--- config.mk ---
export PLATFORM = sky130hd
export DESIGN_NAME = bumpy_move_flat
export DESIGN_NICKNAME = d
export VERILOG_FILES = /design/src/rtl/bumpy_pkg.sv /design/src/rtl/bumpy_move_if.sv /design/src/rtl/bumpy_frame_timer.sv /design/src/rtl/bumpy_move.sv /design/src/flat_wrapper.sv
export SDC_FILE = /design/constraint.sdc
export NUM_CORES = 1
export LEC_CHECK = 0
export CORE_MARGIN = 3
export CORE_UTILIZATION = 39
export CTS_CLUSTER_DIAMETER = 80
export DETAILED_ROUTE_END_ITERATION = 16
export MAX_ROUTING_LAYER = met4
export PLACE_DENSITY = 0.6
export SYNTH_ARGS = -nofsm -noshare
export SYNTH_HDL_FRONTEND = slang
export SYNTH_SLANG_ARGS = --single-unit
--- constraint.sdc ---
create_clock -name clk -period 6.4 [get_ports clk]
set_input_delay 0.64 -clock clk [delete_from_list [all_inputs] [get_ports clk]]
set_output_delay 0.64 -clock clk [all_outputs]
set_load 0.02 [all_outputs]
--- src/rtl/bumpy_pkg.sv ---
// bumpy_pkg: shared definitions for the Bumpy movement FSM and the position
// integrator (bumpy_move).
//   state_t     : 4-bit FSM state code seen on bumpy_move's `state` input
//   BOTTOM..LEFT: bit positions inside HitEdgeCode {Left,Top,Right,Bottom}
//   tile_t      : tile type codes used by the collision logic
//   move_dbg_t  : internal state of bumpy_move exposed for observation
package bumpy_pkg;

  typedef enum logic [3:0] {
    Sreset             = 4'd0,
    Sidle              = 4'd1,
    Sleft              = 4'd2,
    Sright             = 4'd3,
    Sdown              = 4'd4,
    Sup                = 4'd5,
    Sdie               = 4'd6,
    Sbounce_from_left  = 4'd7,
    Sbounce_from_right = 4'd8,
    Sbounce_from_top   = 4'd9,
    Sdown_from_right   = 4'd10,
    Sdown_from_left    = 4'd11
  } state_t;

  // Bit positions in HitEdgeCode.
  localparam int BOTTOM = 0;
  localparam int RIGHT  = 1;
  localparam int TOP    = 2;
  localparam int LEFT   = 3;

  // A landing requires the bottom edge and nothing else.
  localparam logic [3:0] EDGE_BOTTOM_ONLY = 4'b0001;

  typedef enum logic [2:0] {
    FREE  = 3'd0,
    REGU  = 3'd1,
    GATE  = 3'd2,
    DEATH = 3'd3,
    WALL  = 3'd4
  } tile_t;

  typedef struct packed {
    logic [3:0] state_d;
    logic [6:0] fcnt;
    logic       landed;
  } move_dbg_t;

  // Codes above Sdown_from_left are not produced by a healthy FSM.
  function automatic logic is_known_state(logic [3:0] s);
    return s <= 4'd11;
  endfunction

endpackage

--- src/rtl/bumpy_move_if.sv ---
// bumpy_move_if: link between the movement FSM (master) and the position
// integrator (slave).
//   startOfFrame    : one-cycle frame tick
//   state           : FSM state code (bumpy_pkg::state_t encoding)
//   bumpy_collision : sprite/tile overlap this cycle
//   HitEdgeCode     : {Left,Top,Right,Bottom} edges touched
//   topLeftX/Y      : Bumpy's top-left pixel coordinates
//   dead            : one-cycle pulse when the death delay expires
// Signalling: there is no valid/ready pair. Inputs are sampled on every clk
// edge; startOfFrame and dead are single-cycle strobes, state and the
// coordinates are levels that hold until changed.
interface bumpy_move_if;
  logic               startOfFrame;
  logic [3:0]         state;
  logic               bumpy_collision;
  logic [3:0]         HitEdgeCode;
  logic signed [10:0] topLeftX;
  logic signed [10:0] topLeftY;
  logic               dead;

  modport master (
    output startOfFrame, state, bumpy_collision, HitEdgeCode,
    input  topLeftX, topLeftY, dead
  );

  modport slave (
    input  startOfFrame, state, bumpy_collision, HitEdgeCode,
    output topLeftX, topLeftY, dead
  );
endinterface

--- src/rtl/bumpy_frame_timer.sv ---
// bumpy_frame_timer: frames elapsed since the last state entry.
//   clk, reset : clock, synchronous active-high reset
//   clear      : state entry, restarts the count at 0
//   tick       : count one frame (saturates at 127)
//   fcnt       : current count
//   hit_*      : the count is about to reach BOUNCE_FRAMES, 2*BOUNCE_FRAMES,
//                SLIDE_FRAMES or DIE_FRAMES on this tick. The speed rules
//                act on the incremented value, so the compare looks ahead.
module bumpy_frame_timer #(
  parameter int BOUNCE_FRAMES = 8,
  parameter int SLIDE_FRAMES  = 32,
  parameter int DIE_FRAMES    = 60
) (
  input  logic       clk,
  input  logic       reset,
  input  logic       clear,
  input  logic       tick,
  output logic [6:0] fcnt,
  output logic       hit_bounce,
  output logic       hit_bounce2,
  output logic       hit_slide,
  output logic       hit_die
);

  logic [6:0] fcnt_inc;

  assign fcnt_inc = (fcnt == 7'd127) ? fcnt : fcnt + 7'd1;

  always_ff @(posedge clk) begin
    if (reset || clear) begin
      fcnt <= 7'd0;
    end else if (tick) begin
      fcnt <= fcnt_inc;
    end
  end

  // A saturated counter never produces a fresh equality below 127.
  assign hit_bounce  = (fcnt != 7'd127) && (fcnt_inc == 7'(BOUNCE_FRAMES));
  assign hit_bounce2 = (fcnt != 7'd127) && (fcnt_inc == 7'(2 * BOUNCE_FRAMES));
  assign hit_slide   = (fcnt != 7'd127) && (fcnt_inc == 7'(SLIDE_FRAMES));
  assign hit_die     = (fcnt != 7'd127) && (fcnt_inc == 7'(DIE_FRAMES));

endmodule

--- src/rtl/bumpy_move.sv ---
// bumpy_move: Bumpy's position integrator. Loads velocities when the FSM
// enters a state, applies gravity/landing/timed sub-motions each frame and
// integrates a 32-bit fixed-point position (scale 2**FIXED_MULT_LOG2).
//   clk, reset : clock, synchronous active-high reset
//   bus        : bumpy_move_if.slave (FSM inputs, pixel outputs, dead)
//   dbg        : registered state copy, frame count and landed flag
module bumpy_move
  import bumpy_pkg::*;
#(
  parameter int INITIAL_X       = 288,
  parameter int INITIAL_Y       = 192,
  parameter int TILE            = 32,
  parameter int FIXED_MULT_LOG2 = 6,
  parameter int X_SPEED         = 64,
  parameter int HOP_SPEED       = 192,
  parameter int GRAVITY         = 16,
  parameter int MAX_Y_SPEED     = 400,
  parameter int BOUNCE_FRAMES   = 8,
  parameter int DIE_FRAMES      = 60
) (
  input  logic        clk,
  input  logic        reset,
  bumpy_move_if.slave bus,
  output move_dbg_t   dbg
);

  localparam int FX           = 2 ** FIXED_MULT_LOG2;
  localparam int SLIDE_FRAMES = (TILE * FX) / X_SPEED;

  localparam logic signed [31:0] INIT_X_FX = 32'(INITIAL_X * FX);
  localparam logic signed [31:0] INIT_Y_FX = 32'(INITIAL_Y * FX);
  // Clears the fraction and the sub-tile pixel bits in one go.
  localparam logic [31:0]        SNAP_MASK = ~(32'(TILE * FX) - 32'd1);

  localparam logic signed [15:0] X_SPD = 16'(X_SPEED);
  localparam logic signed [15:0] HOP   = 16'(HOP_SPEED);
  localparam logic signed [15:0] HOP2  = 16'(2 * HOP_SPEED);
  localparam logic signed [15:0] GRAV  = 16'(GRAVITY);
  localparam logic signed [15:0] MAXY  = 16'(MAX_Y_SPEED);

  logic signed [31:0] pos_x, pos_y, pos_y_base;
  logic signed [15:0] x_spd, y_spd;
  logic signed [15:0] x_en, y_en, x_nx, y_nx, y_grav;
  logic [3:0]         state_d;
  logic               landed, dead_q;
  logic               entry, moving, land_now;
  logic [6:0]         fcnt;
  logic               hit_bounce, hit_bounce2, hit_slide, hit_die;

  assign entry    = (bus.state != state_d);
  assign moving   = is_known_state(state_d) && (state_d != Sreset) && (state_d != Sdie);
  assign land_now = bus.bumpy_collision && (bus.HitEdgeCode == EDGE_BOTTOM_ONLY)
                    && (y_spd > 16'sd0);

  bumpy_frame_timer #(
    .BOUNCE_FRAMES (BOUNCE_FRAMES),
    .SLIDE_FRAMES  (SLIDE_FRAMES),
    .DIE_FRAMES    (DIE_FRAMES)
  ) u_timer (
    .clk         (clk),
    .reset       (reset),
    .clear       (entry),
    .tick        (bus.startOfFrame && !entry && (state_d != Sreset)),
    .fcnt        (fcnt),
    .hit_bounce  (hit_bounce),
    .hit_bounce2 (hit_bounce2),
    .hit_slide   (hit_slide),
    .hit_die     (hit_die)
  );

  // Velocities loaded on entering bus.state. Sreset, Sdie and unknown codes
  // stop Bumpy; Sdown keeps the vertical speed it already has.
  always_comb begin
    x_en = 16'sd0;
    y_en = 16'sd0;
    case (bus.state)
      Sidle:              y_en = -HOP;
      Sleft:              begin x_en = -X_SPD; y_en = -HOP; end
      Sright:             begin x_en =  X_SPD; y_en = -HOP; end
      Sup:                y_en = -HOP2;
      Sdown:              y_en = y_spd;
      Sbounce_from_left:  begin x_en = -X_SPD; y_en = -HOP; end
      Sbounce_from_right: begin x_en =  X_SPD; y_en = -HOP; end
      Sbounce_from_top:   y_en = -HOP;
      Sdown_from_right:   x_en =  X_SPD;
      Sdown_from_left:    x_en = -X_SPD;
      default:            ;
    endcase
  end

  // Per-frame speed update: landing re-launch or clamped gravity first, then
  // the frame-count driven sub-motion rules.
  always_comb begin
    y_grav     = y_spd + GRAV;
    y_nx       = landed ? -HOP : ((y_grav > MAXY) ? MAXY : y_grav);
    x_nx       = x_spd;
    pos_y_base = landed ? (pos_y & SNAP_MASK) : pos_y;
    case (state_d)
      Sbounce_from_left, Sbounce_from_right: begin
        if (hit_bounce2)     x_nx = 16'sd0;
        else if (hit_bounce) x_nx = -x_spd;
      end
      Sbounce_from_top: begin
        if (hit_bounce) y_nx = 16'sd0;
      end
      Sdown_from_left, Sdown_from_right: begin
        if (hit_slide) x_nx = 16'sd0;
      end
      default: ;
    endcase
  end

  always_ff @(posedge clk) begin
    if (reset) begin
      pos_x   <= INIT_X_FX;
      pos_y   <= INIT_Y_FX;
      x_spd   <= 16'sd0;
      y_spd   <= 16'sd0;
      state_d <= 4'(Sreset);
      landed  <= 1'b0;
      dead_q  <= 1'b0;
    end else if (entry) begin
      // Entry wins over a coincident frame tick: that frame is not integrated.
      state_d <= bus.state;
      landed  <= 1'b0;
      dead_q  <= 1'b0;
      x_spd   <= x_en;
      y_spd   <= y_en;
      if (bus.state == 4'(Sreset)) begin
        pos_x <= INIT_X_FX;
        pos_y <= INIT_Y_FX;
      end
    end else if (bus.startOfFrame) begin
      // The flag is consumed by this frame; a collision seen in this same
      // cycle is kept for the next frame.
      landed <= land_now;
      dead_q <= (state_d == 4'(Sdie)) && hit_die;
      if (moving) begin
        x_spd <= x_nx;
        y_spd <= y_nx;
        pos_x <= pos_x + {{16{x_nx[15]}}, x_nx};
        pos_y <= pos_y_base + {{16{y_nx[15]}}, y_nx};
      end
    end else begin
      dead_q <= 1'b0;
      if (land_now) landed <= 1'b1;
    end
  end

  // Arithmetic shift followed by truncation to 11 bits is a plain slice.
  assign bus.topLeftX = pos_x[FIXED_MULT_LOG2 +: 11];
  assign bus.topLeftY = pos_y[FIXED_MULT_LOG2 +: 11];
  assign bus.dead     = dead_q;

  assign dbg = '{state_d: state_d, fcnt: fcnt, landed: landed};

endmodule

--- src/flat_wrapper.sv ---
// flat-port wrapper written by rule: the top's interface ports become plain ports
module bumpy_move_flat import bumpy_pkg::*;
#(
  parameter int INITIAL_X       = 288,
  parameter int INITIAL_Y       = 192,
  parameter int TILE            = 32,
  parameter int FIXED_MULT_LOG2 = 6,
  parameter int X_SPEED         = 64,
  parameter int HOP_SPEED       = 192,
  parameter int GRAVITY         = 16,
  parameter int MAX_Y_SPEED     = 400,
  parameter int BOUNCE_FRAMES   = 8,
  parameter int DIE_FRAMES      = 60
)
  (clk, reset, dbg, bus_startOfFrame, bus_state, bus_bumpy_collision, bus_HitEdgeCode, bus_topLeftX, bus_topLeftY, bus_dead);
  bumpy_move_if bus_i ();
  input  logic clk;
  input  logic reset;
  output move_dbg_t dbg;
  input wire logic [$bits(bus_i.startOfFrame)-1:0] bus_startOfFrame;
  input wire logic [$bits(bus_i.state)-1:0] bus_state;
  input wire logic [$bits(bus_i.bumpy_collision)-1:0] bus_bumpy_collision;
  input wire logic [$bits(bus_i.HitEdgeCode)-1:0] bus_HitEdgeCode;
  output wire logic [$bits(bus_i.topLeftX)-1:0] bus_topLeftX;
  output wire logic [$bits(bus_i.topLeftY)-1:0] bus_topLeftY;
  output wire logic [$bits(bus_i.dead)-1:0] bus_dead;
  assign bus_i.startOfFrame = bus_startOfFrame;
  assign bus_i.state = bus_state;
  assign bus_i.bumpy_collision = bus_bumpy_collision;
  assign bus_i.HitEdgeCode = bus_HitEdgeCode;
  assign bus_topLeftX = bus_i.topLeftX;
  assign bus_topLeftY = bus_i.topLeftY;
  assign bus_dead = bus_i.dead;
  bumpy_move #(.INITIAL_X(INITIAL_X), .INITIAL_Y(INITIAL_Y), .TILE(TILE), .FIXED_MULT_LOG2(FIXED_MULT_LOG2), .X_SPEED(X_SPEED), .HOP_SPEED(HOP_SPEED), .GRAVITY(GRAVITY), .MAX_Y_SPEED(MAX_Y_SPEED), .BOUNCE_FRAMES(BOUNCE_FRAMES), .DIE_FRAMES(DIE_FRAMES)) u_core (.clk(clk), .reset(reset), .bus(bus_i), .dbg(dbg));
endmodule
# Word-level counts from Yosys, hierarchy flattened
# Index checks and enable logic that the tools add are counted.
dict set report word_totals {
  word_cells 100
  in_bits 12
  regBits 109
  out_inout_bits 35
}
dict set report op_classes {
  muxes 28
  bitwise 1
  n_reduce_logical 28
  eq_ne 27
  add_sub_neg 5
  magnitude_cmp 3
}
# op n
set op_table {}
lappend op_table {{2-to-1 mux 32 bit} 8}
lappend op_table {{2-to-1 mux 16 bit} 13}
lappend op_table {{adder 32 bit} 2}
lappend op_table {{case mux 16 bit (2 select lines)} 2}
lappend op_table {{case mux 16 bit (3 select lines)} 1}
lappend op_table {{equality test 4 bit (second input constant)} 8}
lappend op_table {{equality test 4 x 3 -> 1 bit (second input constant)} 5}
lappend op_table {{adder 16 x 6 -> 16 bit (second input constant)} 1}
lappend op_table {{greater-than comparator 16 x 1 -> 1 bit (second input constant)} 1}
lappend op_table {{greater-than comparator 16 x 10 -> 1 bit (second input constant)} 1}
lappend op_table {{negation 16 bit} 1}
lappend op_table {{equality test 7 x 6 -> 1 bit (second input constant)} 2}
lappend op_table {{logical AND 1 bit} 11}
lappend op_table {{2-to-1 mux 11 bit} 1}
lappend op_table {{OR reduction 3 bit} 3}
lappend op_table {{equality test 4 x 1 -> 1 bit (second input constant)} 2}
lappend op_table {{equality test 4 x 2 -> 1 bit (second input constant)} 2}
lappend op_table {{adder 7 x 1 -> 7 bit (second input constant)} 1}
lappend op_table {{equality test 7 x 4 -> 1 bit (second input constant)} 1}
lappend op_table {{equality test 7 x 5 -> 1 bit (second input constant)} 1}
lappend op_table {{equality test 7 bit (second input constant)} 1}
lappend op_table {{2-to-1 mux 7 bit} 1}
lappend op_table {{!= test 7 bit (second input constant)} 1}
lappend op_table {{AND reduction 3 bit} 2}
lappend op_table {{14 further kinds} 20}

# Longest topological paths before layout
dict set report logic_depth {
  word_depth 11
  depth_mapped 19
  mapped_depth_nobuf 18
}

# By module
# Synthesis repeated with hierarchy kept, for this count alone.
dict set report hier_totals {
  hier_cells 786
  area_unflattened_um2 6074.6
}
# module n_inst area_each_um2 seq_area_each_um2 cells_per_inst
set modules_own_cells {}
lappend modules_own_cells {bumpy_move 1 5532.8 1441.4 724}
lappend modules_own_cells {bumpy_frame_timer 1 541.8 140.1 62}

# Least setup slack after synthesis
# OpenSTA, ideal clock, no wires.
dict set report synth_timing {
  kind {reg-to-reg}
  from {register u_core.u_timer.fcnt[0]}
  to {register u_core.pos_x[16]}
  arrival_time_ps 4319
  synth_period_minus_slack_ps 4381
  t_required_ps 6338
  path_buffers 1
  path_slack_ps 2019
  setup_ps 62
  path_stages_with_launch 18
  cell_sequence {dfxtp_1 ha_1 or3b_1 a211o_1 nor4_2 and2_0 clkbuf_1 a22o_1 inv_1 fa_1 nand2b_1 a21oi_1 o2111a_1 and3b_1 nor3_1 nand3_1 mux2_4 nand3_1}
}
dict set report synth_between {
  elab_chain_cells 11
  word_cells_on_any_way 18
  classes_between {add/sub (2); eq/ne (5); mux (8); reduce/logical (3)}
}
# item line_no
set synth_rtl {}
lappend synth_rtl {{start: declaration} bumpy_frame_timer.sv:18} ;# output logic [6:0] fcnt,
lappend synth_rtl {{start signal: assignment} bumpy_frame_timer.sv:33} ;# fcnt <= fcnt_inc;
lappend synth_rtl {{adder 7 x 1 -> 7 bit / equality test 7 bit (equally long branches)} bumpy_frame_timer.sv:27} ;# assign fcnt_inc = (fcnt == 7'd127) ? fcnt : fcnt + 7'd1;
lappend synth_rtl {{2-to-1 mux 7 bit} bumpy_frame_timer.sv:27}
lappend synth_rtl {{equality test 7 x 4 -> 1 bit} bumpy_frame_timer.sv:38} ;# assign hit_bounce = (fcnt != 7'd127) && (fcnt_inc == 7'(BOUNCE_FRAMES));
lappend synth_rtl {{logical AND 1 bit} bumpy_frame_timer.sv:38}
lappend synth_rtl {{2-to-1 mux 16 bit} bumpy_move.sv:101} ;# else if (hit_bounce) x_nx = -x_spd;
lappend synth_rtl {{2-to-1 mux 16 bit} bumpy_move.sv:100} ;# if (hit_bounce2) x_nx = 16'sd0;
lappend synth_rtl {{case mux 16 bit (2 select lines) (*)} bumpy_move.sv:98} ;# case (state_d)
lappend synth_rtl {{adder 32 bit (*)} bumpy_move.sv:141} ;# pos_x <= pos_x + {{16{x_nx[15]}}, x_nx};
lappend synth_rtl {{2-to-1 mux 32 bit (*)} bumpy_move.sv:138} ;# if (moving) begin
lappend synth_rtl {{2-to-1 mux 32 bit (*)} bumpy_move.sv:133} ;# end else if (bus.startOfFrame) begin
lappend synth_rtl {{2-to-1 mux 32 bit (*)} bumpy_move.sv:122} ;# end else if (entry) begin
lappend synth_rtl {{end signal: assignment} bumpy_move.sv:141}
lappend synth_rtl {{end: declaration} bumpy_move.sv:41} ;# logic signed [31:0] pos_x, pos_y, pos_y_base;
# Mark *: on every way between the ends. The rest lies on a longest branch, timed or not. The select of a mux whose other input is x is not followed.
# A chain may end at the register's enable or synchronous reset.

# Final worst setup path
# Ends and elaborated chain as after synthesis.

==> summary.txt <==
GR met1 Demand/Resource = 0.255
Worst Setup Start Kind = flip-flop
Worst-Skew Late Latency = 0.35 ns
# setup viols final = 0
Critical Path AT = 5.23 ns
Port Buffers = 46
Slew @ Worst Pin = 0.884 ns
Met2 Usage GRT = 0.328
Die Wd = 128 µm
Most frequent cells in the layout = dfxtp_1, nor2_1, nand2_1
Die area = 0.0165 mm²
MaxCap Viol Count = 0
Worst hold path type = reg2reg
Core Util, Final = 0.448
Detail Placement HPWL = 11.4 mm
CP bufs+invs = 1
Unrepaired setup endpoints after global routing = false
Number of synthesized register bits = 79
Critical Path Max Stage Delay = 0.71 ns
Final hold viol count = 0
WL final = 16.0 mm
Largest family of logic cells by synthesized area = simple AND/OR/NAND/NOR gates
Hold buffer count at CTS = 0
Total GRT Usage = 0.204
Delay-heaviest family, CP = compound AO/OA/AOI/OAI gates
Worst-path maximum fanout = 9
Rel. slew slack = 0.410
Grt ovf = 0
Cell mode on critical path = nand3_1
Deepest clock path buffer count = 2
Proportion of layout cells with a drive suffix above 1 = 0.0513
Sequential element share of the synthesized area = 0.271
CP endpoint kind = flip-flop
Mux share of post-synthesis cell area = 0.0128
Pre-Repair DR Iteration Count = 5
Post-Synth XOR/XNOR Area = 0.0660
Most Crowded Layer GR = met2
CTS tree = done
Final cycle utilization of the critical path = 0.772
FP Rows = 44
Post-synthesis compound-gate area fraction = 0.220
Met3 Use GR = 0.0452
Simple-Gate Fraction of Synth Area = 0.270
Largest net degree at the start of global routing = 52
Yosys cell types = 67
Clk slew on worst S/H paths = 0.06 ns
Max Clock Freq = 0.202 GHz
Slowest cell on the critical path = a31oi_1
# resized after CTS = 0
Worst EP required = 6.69 ns
Core Box Area = 0.0146 mm²
Initial Utilization = 0.401
Mapped Nets = 829
Commonest non-fill, non-tap cell in the layout = dfxtp_1
Total Power = 0.00121 W
Clock sink count = 79
Final Max Slew Viols = 0
Critical path class = reg2reg
Nets = 827
Outcome = finished clean
Initial antenna violation count = 0
Avg WL per Cell = 16.6 µm
Main synth FF type = dfxtp_1
Final Skew = 0.00649 ns
Power Density = 185 mW/mm²
Fraction of registers with async set/reset = 0
Number of synthesized flops with an enable pin = 0
DR DRC count = 0
Maximum vdd drop = 0.133 mV
Vias/cell = 5.75
Setup Buffers After CTS = 0
Crit-path cells = ha_1 -> nand3_1 -> o21ai_0 -> mux2i_1 -> a31oi_1 -> and2_0 -> a22o_1 -> inv_1 -> fa_1 -> nand2b_1 -> a21oi_1 -> o2111a_1 -> and3b_1 -> nor3_1 -> nand3_1 -> mux2_4 -> nand3_1
Detailed-route via count = 5543
Post-placement cell count = 949
First-pass GRT wire length = 26.3 mm
Root Buffer = clkbuf_16
Vias in the first global route = 5265
DRT iter0 DRCs = 429
Total CTS buffers = 9
Syn Area/Cell = 7.51 µm²
Cells after Synth = 778
Adder-cell share of the synthesized area = 0.0861
Area grow syn2layout = 11.9%
ANT nets after route = 0
Htree depth = 3
Diode count = 0
Non-filler cells, final = 964
Ys Warns = 0
Leakage power = 2.58 nW
Final worst path period need = 4.94 ns
Gpl congestion = 0.923
I/O pin cnt = 47
Mapped Area = 0.00584 mm²
Die Ht = 128 µm
Setup_tns = 0 ns
[where the power goes]
| part | switching [W] | internal (W) | total (W) |
|---|---|---|---|
| clock network | 0.000213 | 0.000319 | 0.000533 |
| logic | 0.0000947 | 0.0000610 | 0.000156 |
| registers | 0.0000168 | 0.000503 | 0.000520 |
| total | 0.000325 | 0.000883 | 0.00121 |
[metrics by stage]
stage,hold slack (ns),worst slack (ns),instance area [µm²]
after global routing,0.493,0.932,6540
after detailed placement,0.461,1.56,6240
after global placement,0.448,1.74,6240
final,0.463,1.46,6540
after CTS,0.469,1.52,6540
after floorplan,0.439,2.02,5840
[kinds of logic after synthesis]
group | after synthesis
compound gates | 202
xor+xnor | 44
fa+ha+maj | 39
buf+inv | 90
flops | 79
mux | 7
simple gates | 317
[state kept, by name (all words and copies together), names as in the netlist]
register	flops
u_core.y_spd	16
u_core.landed	1
u_core.pos_y	17
u_core.u_timer.fcnt	7
u_core.state_d	4
u_core.bus.dead	1
u_core.x_spd	16
u_core.pos_x	17
[final cells by class]
class / count / area, µm²
repair buffers: 53 / 508
well taps: 184 / 230
fillers: 1430 / 8050
clock buffers: 11 / 253
flip-flops and latches: 79 / 1580
multi-input cells: 609 / 3830
clock inverters: 4 / 45.0
inverters: 24 / 90.1
[tightest hold or removal path, stage by stage (launching register included)]
cell and delay (ns):
dfxtp_1 0.31, nand3_1 0.06, a21oi_1 0.05
[Yosys cell counts (all sizes together) (4+ instances only)]
library cell	count	share of area
a31oi	15	0.016
xnor2	28	0.042
inv	24	0.015
ha	37	0.079
nand4b	4	0.0060
clkbuf	34	0.022
mux2i	6	0.010
a221o	5	0.0086
o21ai	41	0.035
nor2b	17	0.018
o31ai	11	0.014
nor4	8	0.0096
nor2	79	0.051
nand2	75	0.048
o31a	4	0.0060
o21bai	6	0.0077
nor3	19	0.016
xor2	16	0.024
a21o	9	0.012
buf	32	0.037
a21oi	65	0.056
or2	7	0.0075
a211oi	9	0.012
nand2b	9	0.0096
nand3	45	0.039
dfxtp	79	0.27
o21a	4	0.0051
or3	11	0.012
and2	14	0.015
nand4	8	0.0086
o211ai	5	0.0064
[metal layers]
metal  vias to the layer above  share of wire
met5                         -              0
met4                         0          0.024
met3                        27          0.048
met1                      2616           0.45
li1                       2744              -
met2                       156           0.48
[final timing paths]
path | start | end | slack [ns] | cells past startpoint
worst max-delay path | u_core.u_timer.fcnt[0] | u_core.pos_x[16] | 1.46 | 17
worst min-delay path | u_core.pos_y[4] | u_core.pos_y[4] | 0.46 | 2
worst max register to register | u_core.u_timer.fcnt[0] | u_core.pos_x[16] | 1.46 | 17
worst min register to register | u_core.pos_y[4] | u_core.pos_y[4] | 0.46 | 2
Power figures use the tool's default switching activity.
